`src/rtl/fetch_pkg.sv`:
```
// Shared parameters and types for the instruction fetch unit.
// Holds buffer depth, datapath widths, the buffered entry layout and a
// wrap-around pointer helper used by the fetch FIFO.
package fetch_pkg;

    localparam int FETCH_DEPTH = 3;
    localparam int INSTR_W     = 16;
    localparam int PC_W        = 16;
    localparam int ROM_AW      = 15;

    // Count must represent 0..FETCH_DEPTH; pointers only 0..FETCH_DEPTH-1.
    localparam int CNT_W = $clog2(FETCH_DEPTH + 1);
    localparam int PTR_W = $clog2(FETCH_DEPTH);

    typedef logic [CNT_W-1:0] cnt_t;
    typedef logic [PTR_W-1:0] ptr_t;

    typedef struct packed {
        logic [PC_W-1:0]    pc;
        logic [INSTR_W-1:0] instr;
    } fetch_entry_t;

    // Depth is not a power of two, so pointers wrap explicitly.
    function automatic ptr_t ptr_inc(input ptr_t p);
        return (p == ptr_t'(FETCH_DEPTH - 1)) ? '0 : p + ptr_t'(1);
    endfunction

endpackage

```
`src/rtl/fetch_fifo.sv`:
```
// FETCH_DEPTH-entry FIFO of {pc, instr} pairs for the fetch unit.
// Ports:
//   clk, reset  : clock, asynchronous active-low reset
//   push        : write push_data at the tail (ignored when full)
//   push_data   : entry to write
//   pop         : drop the head entry (ignored when empty)
//   clear       : empty the FIFO; takes priority over push and pop
//   count       : current occupancy
//   head        : entry at the head (undefined when count == 0)
module fetch_fifo
    import fetch_pkg::*;
(
    input  logic         clk,
    input  logic         reset,
    input  logic         push,
    input  fetch_entry_t push_data,
    input  logic         pop,
    input  logic         clear,
    output cnt_t         count,
    output fetch_entry_t head
);

    fetch_entry_t mem_q [FETCH_DEPTH];
    ptr_t         wr_ptr_q, wr_ptr_d;
    ptr_t         rd_ptr_q, rd_ptr_d;
    cnt_t         count_q,  count_d;
    logic         do_push, do_pop;

    // NOTE: every always_comb output gets a default first, so no path can infer a latch.
    always_comb begin
        wr_ptr_d = wr_ptr_q;
        rd_ptr_d = rd_ptr_q;
        count_d  = count_q;
        do_push  = push && (count_q != cnt_t'(FETCH_DEPTH)) && !clear;
        do_pop   = pop  && (count_q != '0) && !clear;

        if (clear) begin
            wr_ptr_d = '0;
            rd_ptr_d = '0;
            count_d  = '0;
        end else begin
            if (do_push) wr_ptr_d = ptr_inc(wr_ptr_q);
            if (do_pop)  rd_ptr_d = ptr_inc(rd_ptr_q);
            unique case ({do_push, do_pop})
                2'b10:   count_d = count_q + cnt_t'(1);
                2'b01:   count_d = count_q - cnt_t'(1);
                default: count_d = count_q;
            endcase
        end
    end

    // NOTE: sequential state is written with non-blocking assignments only, so all flops see pre-edge values.
    always_ff @(posedge clk or negedge reset) begin
        if (!reset) begin
            wr_ptr_q <= '0;
            rd_ptr_q <= '0;
            count_q  <= '0;
        end else begin
            wr_ptr_q <= wr_ptr_d;
            rd_ptr_q <= rd_ptr_d;
            count_q  <= count_d;
        end
    end

    // NOTE: storage is deliberately not reset; count gates every read, so stale words are never visible.
    always_ff @(posedge clk) begin
        if (do_push) mem_q[wr_ptr_q] <= push_data;
    end

    assign count = count_q;
    assign head  = mem_q[rd_ptr_q];

endmodule

```
`src/rtl/instr_fetch.sv`:
```
// Instruction fetch unit: issues ROM reads for the upstream program counter,
// captures the synchronous ROM return one cycle later, and buffers up to
// FETCH_DEPTH {pc, instr} pairs for a valid/ready consumer.
// Ports:
//   clk, reset   : clock, asynchronous active-low reset
//   pc           : current program counter value
//   pc_inc       : advance the program counter (high in issue cycles)
//   rom_addr     : ROM address, pc[ROM_AW-1:0]
//   rom_data     : ROM word for the address presented in the previous cycle
//   flush        : taken jump; drops buffered and in-flight instructions
//   instr        : head instruction word (0 when empty)
//   instr_pc     : address of instr (0 when empty)
//   instr_valid  : head entry present
//   instr_ready  : consumer accepts the head entry
module instr_fetch
    import fetch_pkg::*;
(
    input  logic               clk,
    input  logic               reset,
    input  logic [PC_W-1:0]    pc,
    output logic               pc_inc,
    output logic [ROM_AW-1:0]  rom_addr,
    input  logic [INSTR_W-1:0] rom_data,
    input  logic               flush,
    output logic [INSTR_W-1:0] instr,
    output logic [PC_W-1:0]    instr_pc,
    output logic               instr_valid,
    input  logic               instr_ready
);

    logic            inflight_q,    inflight_d;
    logic [PC_W-1:0] inflight_pc_q, inflight_pc_d;

    cnt_t            fifo_count;
    fetch_entry_t    fifo_head;
    fetch_entry_t    push_entry;
    logic            issue, push, pop;
    logic [CNT_W:0]  occupancy;

    always_comb begin
        // Buffered plus in-flight entries; issuing only below FETCH_DEPTH
        // reserves a slot for every ROM return. Built from registered state
        // only, so instr_ready never reaches pc_inc combinationally.
        occupancy  = (CNT_W+1)'(fifo_count) + (CNT_W+1)'(inflight_q);
        // reset gates issue so pc_inc stays low while reset is asserted.
        issue      = reset && !flush && (occupancy < (CNT_W+1)'(FETCH_DEPTH));

        push       = inflight_q && !flush;
        push_entry = '{pc: inflight_pc_q, instr: rom_data};
        pop        = instr_valid && instr_ready;

        // A new issue in the same cycle as a return keeps inflight set.
        inflight_d    = issue;
        inflight_pc_d = issue ? pc : inflight_pc_q;
    end

    always_ff @(posedge clk or negedge reset) begin
        if (!reset) begin
            inflight_q    <= 1'b0;
            inflight_pc_q <= '0;
        end else begin
            inflight_q    <= inflight_d;
            inflight_pc_q <= inflight_pc_d;
        end
    end

    fetch_fifo u_fifo (
        .clk       (clk),
        .reset     (reset),
        .push      (push),
        .push_data (push_entry),
        .pop       (pop),
        .clear     (flush),
        .count     (fifo_count),
        .head      (fifo_head)
    );

    assign pc_inc      = issue;
    assign rom_addr    = pc[ROM_AW-1:0];
    assign instr_valid = (fifo_count != '0);
    assign instr       = instr_valid ? fifo_head.instr : '0;
    assign instr_pc    = instr_valid ? fifo_head.pc    : '0;

endmodule

```
`config.mk`:
```
export PLATFORM = sky130hd
export DESIGN_NAME = instr_fetch
export DESIGN_NICKNAME = d
export VERILOG_FILES = /design/src/rtl/fetch_pkg.sv /design/src/rtl/fetch_fifo.sv /design/src/rtl/instr_fetch.sv
export SDC_FILE = /design/constraint.sdc
export NUM_CORES = 1
export LEC_CHECK = 0
export ABC_CLOCK_PERIOD_IN_PS = 3660
export CORE_MARGIN = 8
export CORE_UTILIZATION = 25
export CTS_CLUSTER_DIAMETER = 60
export CTS_CLUSTER_SIZE = 12
export DETAILED_ROUTE_END_ITERATION = 6
export DONT_BUFFER_PORTS = 1
export GPL_ROUTABILITY_DRIVEN = 0
export PLACE_DENSITY = 0.42
export SKIP_CTS_REPAIR_TIMING = 1
export SLEW_MARGIN = 20
export SYNTH_ARGS = -nofsm -noshare
export SYNTH_HDL_FRONTEND = slang
export SYNTH_SLANG_ARGS = --single-unit
```
`constraint.sdc`:
```
create_clock -name clk -period 3.66 [get_ports clk]
set_input_delay 0.915 -clock clk [delete_from_list [all_inputs] [get_ports clk]]
set_output_delay 0.915 -clock clk [all_outputs]
set_load 0.02 [all_outputs]
```
==> results of run 1 <==
per-layer routing:
metal | share of wire, % | track usage [%]
met3 | 9.7 | 5.18
met1 | 41 | 9.33
met2 | 48 | 14.7
met5 | 0.13 | 0
met4 | 0.87 | 3.16
stage by stage:
stage          instance area [um2]  setup TNS, ns  setup slack, ns  utilization, %  std cells
2_1_floorplan                 4920         -17.67           -0.276               -        296
5_1_grt                       5660              0            0.382            29.2        568
6_report                      5660              0            0.541            29.2        568
3_5_place_dp                  5090              0            0.904            26.3        536
4_1_cts                       5660              0            0.456            29.2        568
3_3_place_gp                  5090              0            0.874            26.3        536
worst max-delay path, cell delays in order (launching register included):
cell and delay, ns:
sky130_fd_sc_hd__dfrtp_2 0.97, sky130_fd_sc_hd__mux2_2 0.41, sky130_fd_sc_hd__mux2i_1 0.23, sky130_fd_sc_hd__nor2_1 0.18
power breakdown:
part           total (mW)  leakage, nW  internal [mW]  switching, mW
Clock                1.58        0.275           1.03          0.551
Sequential           1.59         1.15           1.54         0.0491
Combinational       0.169        0.446         0.0768         0.0926
registers in the layout, indices dropped and copies added (netlist names):
register	flops
u_fifo.mem_q	96
inflight_pc_q	16
u_fifo.count	2
u_fifo.rd_ptr_q	2
u_fifo.wr_ptr_q	2
inflight_q	1
logic make-up after synthesis:
logic type      Yosys count
compound gates           12
fa+ha+maj                 2
buf+inv                  33
flops                   119
mux                      80
simple gates             50
synth_stat cells (all sizes together):
master and n:
a311oi 1, inv 5, mux2i 32, nand2b 1
ha 2, a21oi 3, clkbuf 3, nor2 35
edfxtp 96, buf 25, nand3b 1, mux2 48
nor3 2, a211o 2, or3b 2, or3 1
o31ai 1, a211oi 1, nand2 5, o21ai 4
nand3 1, nor2b 2, dfrtp 23
cell type report:
type | count | area, um2 | area share [%]
Timing Repair Buffer | 3 | 22.5 | 0.398
Sequential cell | 119 | 3460 | 61.2
Clock buffer | 22 | 464 | 8.20
Tap cell | 265 | 332 | 5.86
Clock inverter | 10 | 103 | 1.81
Inverter | 5 | 18.8 | 0.331
Multi-Input combinational cell | 144 | 1260 | 22.2
final timing paths:
kind	from	cells past startpoint	slack [ns]	to
min	reset	0	0.20	inflight_pc_q[12]$_DFFE_PN0P_
max	u_fifo.rd_ptr_q[0]$_DFFE_PN0P_	3	0.54	instr_pc[1]
max reg2reg	u_fifo.count[1]$_DFFE_PN0P_	4	1.77	u_fifo.mem_q[2][4]$_DFFE_PP_
min reg2reg	inflight_pc_q[5]$_DFFE_PN0P_	0	0.48	u_fifo.mem_q[2][21]$_DFFE_PP_
min in group clk	inflight_pc_q[5]$_DFFE_PN0P_	0	0.48	u_fifo.mem_q[2][21]$_DFFE_PP_
max in group asynchronous	reset	0	3.36	u_fifo.rd_ptr_q[1]$_DFFE_PN0P_
==> metrics.csv, run 1 <==
stage,metric,value,unit
yosys,number of different library cells in the post-synthesis netlist,27,
timing,unrepaired setup endpoints after global routing,false,
routing,Post-Route WL,10300,um
setup_path,"critical path fanouts, max",35,
timing,number of hold violations in the final report,0,
setup_path,nature of the critical path startpoint,flip-flop,
routing,count of TritonRoute iterations in the first routing pass,4,
yosys,multiplexer fraction of the synthesized cell area,18.2,%
yosys,number of cells produced by synthesis,296,
yosys,largest family of logic cells by synthesized area,multiplexers,
timing,headroom to the max-slew limit,37.9,%
timing,worst slack on hold paths,0.201,ns
yosys,Simple-Gate Fraction of Synth Area,4.78,%
yosys,portion of synthesized cell area occupied by the leading cell type,58.6,%
power,largest vdd supply drop,0.301,mV
yosys,"synthesized-area fraction occupied by ao, oa, aoi and oai cells",1.60,%
die,die height,156,um
yosys,number of warnings reported in the yosys synthesis log,0,
die,number of placement rows,51,
final_layout,fraction of layout instances using a drive strength above 1,29.0,%
yosys,net count after synthesis,334,
setup_path,worst setup path category,reg2out,
power,pwr/cell area,589,mW/mm2
timing,# setup viols final,0,
grt,maximum number of pins on one net before global-route repair,36,
grt,total grt overflow,0,
cts,clock-pin transition on the worst setup and hold timing paths,0.05,ns
timing,Setup Skew,0.00538,ns
grt,global-route usage over all layers,8.92,%
final_layout,Synth-to-Final Area Change,15.1,%
timing,min cycle time layout,3.12,ns
routing,DR WL/cell,18.1,um
yosys,share of the synthesized netlist area taken by xor and xnor gates,0,%
timing,achievable frequency,321,MHz
cts,clock buffers created by TritonCTS,17,
cts,Root Buffer Master,sky130_fd_sc_hd__clkbuf_16,
timing,Final Cycle Share,85.2,%
yosys,share of the yosys chip area belonging to registers,70.3,%
final_layout,Final nets,328,
routing,DRC marker count from the first detailed-route iteration,69,
cts,clock tree sinks,119,
placement,detailed-placement wirelength estimate,6020,um
grt,via count of the first global-routing pass,2577,
yosys,post-synthesis average cell area,16.6,um2
grt,global-route wire length before repair,15400,um
hold_path,class of the tightest hold or removal check,in2async,
cts,source-to-sink clock delay at the later pin of the worst-skew pair,0.40,ns
die,Total Die Area,0.0244,mm2
cts,count of H-tree levels built during CTS,4,
final_layout,# fillers,1983,
power,static power due to leakage,1.87,nW
run_status,outcome,"complete, no violations",
placement,I/O Buffers,0,
routing,Via density,4.11,
yosys,cell type contributing the most total cell area after synthesis,sky130_fd_sc_hd__edfxtp_1,
yosys,register bit total from synthesis,119,
yosys,Synth Area in Adders,0.509,%
final_layout,"commonest non-fill, non-tap cell in the layout",sky130_fd_sc_hd__edfxtp_1,
run,Max-cap violations,0,
timing,slew at the pin closest to its max-slew limit,0.929,ns
yosys,Syn Std Cell Area,0.00492,mm2
die,Std-Cell Core Area,0.0194,mm2
die,effective utilization at floorplan,25.4,%
grt,antenna violations before repair,1,
setup_path,critical path capture point type,output port,
die,number of I/O pins,85,
yosys,synth top area cells,"sky130_fd_sc_hd__edfxtp_1, sky130_fd_sc_hd__dfrtp_1, sky130_fd_sc_hd__mux2_2, sky130_fd_sc_hd__mux2i_1, sky130_fd_sc_hd__mux2_4",
final_layout,highest-count cells in the layout ignoring fill and taps,"sky130_fd_sc_hd__edfxtp_1, sky130_fd_sc_hd__mux2_2, sky130_fd_sc_hd__mux2i_1, sky130_fd_sc_hd__nor2_1, sky130_fd_sc_hd__dfrtp_1",
power,"sum of internal, switching and leakage power",3.34,mW
routing,number of vias after detailed routing,2335,
routing,number of DRC violations after detailed routing,0,
cts,buffer depth of the longest clock path,2,
routing,count of nets left with antenna violations after detail routing,0,
setup_path,worst endpoint data arrival time,2.20,ns
setup_path,required time worst endpoint,2.74,ns
final_layout,Ant. Diodes,0,
timing,count of pins over their slew limit,0,
die,floorplan die width,156,um
cts,CTS tree,done,
Power figures use the tool's default switching activity.
==> run 2, diff against run 1 <==
--- a/config.mk
+++ b/config.mk
@@ -6,14 +6,13 @@
 export NUM_CORES = 1
 export LEC_CHECK = 0
 export ABC_CLOCK_PERIOD_IN_PS = 3660
-export CORE_MARGIN = 8
-export CORE_UTILIZATION = 25
+export CORE_UTILIZATION = 50
 export CTS_CLUSTER_DIAMETER = 60
 export CTS_CLUSTER_SIZE = 12
 export DETAILED_ROUTE_END_ITERATION = 6
 export DONT_BUFFER_PORTS = 1
 export GPL_ROUTABILITY_DRIVEN = 0
-export PLACE_DENSITY = 0.42
+export PLACE_DENSITY = 0.69
 export SKIP_CTS_REPAIR_TIMING = 1
 export SLEW_MARGIN = 20
 export SYNTH_ARGS = -nofsm -noshare
==> metrics.csv, run 2 (same netlist as run 1, synthesis figures left out) <==
stage,metric,value,unit,change
setup_path,critical path depth,2,,-1
grt,via count of the first global-routing pass,2378,,-7.7%
placement,detailed-placement wirelength estimate,4690,um,-22%
die,floorplan die width,101,um,-35%
hold_path,class of the tightest hold or removal check,in2async,,
setup_path,FF-to-FF setup slack,1.67,ns,-0.10 ns
setup_path,buffer and inverter count on the worst path,0,,unchanged
setup_path,beginning of the worst register-to-register path,u_fifo.count[0]$_DFFE_PN0P_,,
final_layout,Final nets,329,,+0.30%
grt,antenna violations before repair,0,,-1
timing,worst slack on hold paths,0.0987,ns,-0.102 ns
power,pwr/cell area,631,mW/mm2,+7.1%
setup_path,"critical path fanouts, max",35,,unchanged
timing,post-route worst setup slack,0.517,ns,-0.0242 ns
timing,min cycle time layout,3.14,ns,+0.0242 ns
routing,DRC marker count from the first detailed-route iteration,93,,+35%
routing,number of DRC violations after detailed routing,0,,unchanged
die,Total Die Area,0.0102,mm2,-58%
timing,achievable frequency,318,MHz,-0.77%
cts,clock-pin transition on the worst setup and hold timing paths,0.06,ns,about the same
die,die height,101,um,-35%
setup_path,endpoint of the worst register-to-register path,u_fifo.mem_q[1][15]$_DFFE_PP_,,
die,Std-Cell Core Area,0.00937,mm2,-52%
cts,buffer depth of the longest clock path,2,,unchanged
final_layout,multi-input logic area,0.00126,mm2,unchanged
routing,number of vias after detailed routing,2341,,+0.26%
grt,maximum number of pins on one net before global-route repair,36,,unchanged
cts,clock buffers created by TritonCTS,17,,unchanged
routing,count of nets left with antenna violations after detail routing,0,,unchanged
placement,I/O Buffers,0,,unchanged
timing,headroom to the max-slew limit,28.4,%,-9.5 points
grt,global-route usage over all layers,17.5,%,+8.6 points
final_layout,Synth-to-Final Area Change,13.2,%,
power,largest vdd supply drop,0.366,mV,+21%
final_layout,# fillers,735,,-63%
die,number of I/O pins,85,,unchanged
setup_path,launching instance or port of the critical path,u_fifo.rd_ptr_q[1]$_DFFE_PN0P_,,
final_layout,"commonest non-fill, non-tap cell in the layout",sky130_fd_sc_hd__edfxtp_1,,
cts,Root Buffer Master,sky130_fd_sc_hd__clkbuf_8,,
final_layout,sequential cell area in the final layout,0.00346,mm2,about the same
routing,Via density,5.41,,+32%
final_layout,Ant. Diodes,0,,unchanged
cts,count of H-tree levels built during CTS,4,,unchanged
routing,Post-Route WL,8130,um,-21%
setup_path,nature of the critical path startpoint,flip-flop,,
setup_path,FF-to-FF path depth,4,,unchanged
timing,Setup Skew,0.00696,ns,+0.00158 ns
placement,minimum setup slack after placement,1.02,ns,+0.114 ns
cts,CTS tree,done,,
cts,clock tree sinks,119,,unchanged
timing,unrepaired setup endpoints after global routing,false,,
setup_path,critical path capture point type,output port,,
die,effective utilization at floorplan,52.5,%,+27 points
run,Max-cap violations,0,,unchanged
setup_path,worst setup path category,reg2out,,
power,"sum of internal, switching and leakage power",3.51,mW,+5.3%
final_layout,highest-count cells in the layout ignoring fill and taps,"sky130_fd_sc_hd__edfxtp_1, sky130_fd_sc_hd__mux2_2, sky130_fd_sc_hd__mux2i_1, sky130_fd_sc_hd__nor2_1, sky130_fd_sc_hd__dfrtp_1",,
final_layout,flip-flop count of the largest register after layout,96,,unchanged
timing,Final Cycle Share,85.9,%,+0.66 points
setup_path,critical path cell sequence,mux2i_1 -> nor2_1,,
setup_path,critical path capture point,instr_pc[15],,
timing,total negative slack,0,ns,unchanged
die,number of placement rows,35,,-31%
setup_path,worst endpoint data arrival time,2.23,ns,+0.03 ns
final_layout,Top Registers,"u_fifo.mem_q x96, inflight_pc_q x16",,
setup_path,required time worst endpoint,2.74,ns,about the same
timing,# setup viols final,0,,unchanged
timing,slew at the pin closest to its max-slew limit,1.07,ns,+0.145 ns
setup_path,cell with the biggest individual delay on the critical path,sky130_fd_sc_hd__dfrtp_2,,
routing,count of TritonRoute iterations in the first routing pass,4,,unchanged
final_layout,largest register by flop count,u_fifo.mem_q,,
final_layout,fraction of layout instances using a drive strength above 1,30.6,%,+1.5 points
power,static power due to leakage,1.90,nW,+1.8%
grt,total grt overflow,0,,unchanged
run_status,outcome,"complete, no violations",,
timing,number of hold violations in the final report,0,,unchanged
grt,global-route wire length before repair,12600,um,-18%
setup_path,"delay-heaviest family, CP",flip-flops,,
timing,count of pins over their slew limit,0,,unchanged
setup_path,delay of the slowest critical-path stage,1.07,ns,+0.10 ns
routing,DR WL/cell,18.8,um,+3.5%
cts,source-to-sink clock delay at the later pin of the worst-skew pair,0.51,ns,+0.11 ns
==> run 2: cell count changes in the layout (fill, tap and decap cells not counted), sizes merged <==
| cell | delta |
|---|---|
| buf | +1 |
| bufinv | +3 |
| clkbuf | -5 |
| clkinv | -1 |
| clkinvlp | +1 |
| inv | +2 |
==> run 2: per-stage QoR <==
step                util [%]  instance area [um2]  cells
floorplan                  -                 4920    296
global placement        52.6                 4930    401
detailed placement      52.6                 4930    401
CTS                     59.4                 5570    433
global route            59.4                 5570    433
finish                  59.4                 5570    433
==> run 2: final cells by class <==
class                      count  area share, %
sequential                   119           62.1
multi-input combinational    144           22.6
clock buffer                  17           7.44
clock inverter                15           4.04
tap                          129           2.90
timing repair buffer           4          0.539
inverter                       5          0.337
==> run 2: power by group <==
group	switching (mW)	internal, mW
logic	0.0873	0.0769
clock network	0.585	1.18
registers	0.0508	1.54
total	0.723	2.79
==> run 2: per-layer routing <==
layer | share of wire (%) | global-route usage [%] | up-vias
met5 | 0 | 0 | -
met4 | 1.4 | 8.14 | 0
met3 | 6.5 | 6.76 | 12
met2 | 51 | 28.4 | 60
met1 | 41 | 20.8 | 1194
li1 | - | - | 1075
==> run 2: how the worst min path moves through the flow <==
| stage | to | cells past startpoint |
|---|---|---|
| floorplan | u_fifo.mem_q[0][18]$_DFFE_PP_ | 0 |
| global placement | u_fifo.mem_q[1][20]$_DFFE_PP_ | 0 |
| detailed placement | u_fifo.mem_q[2][20]$_DFFE_PP_ | 0 |
| CTS | inflight_pc_q[3]$_DFFE_PN0P_ | 0 |
| global route | inflight_pc_q[3]$_DFFE_PN0P_ | 0 |
| finish | inflight_pc_q[3]$_DFFE_PN0P_ | 0 |
==> run 2: worst register-to-register path: cells and delay by family (launching register included) <==
kind,cells,cell delay (ns)
flops,1,0.47
simple gates,3,0.92
buf+inv,1,0.30
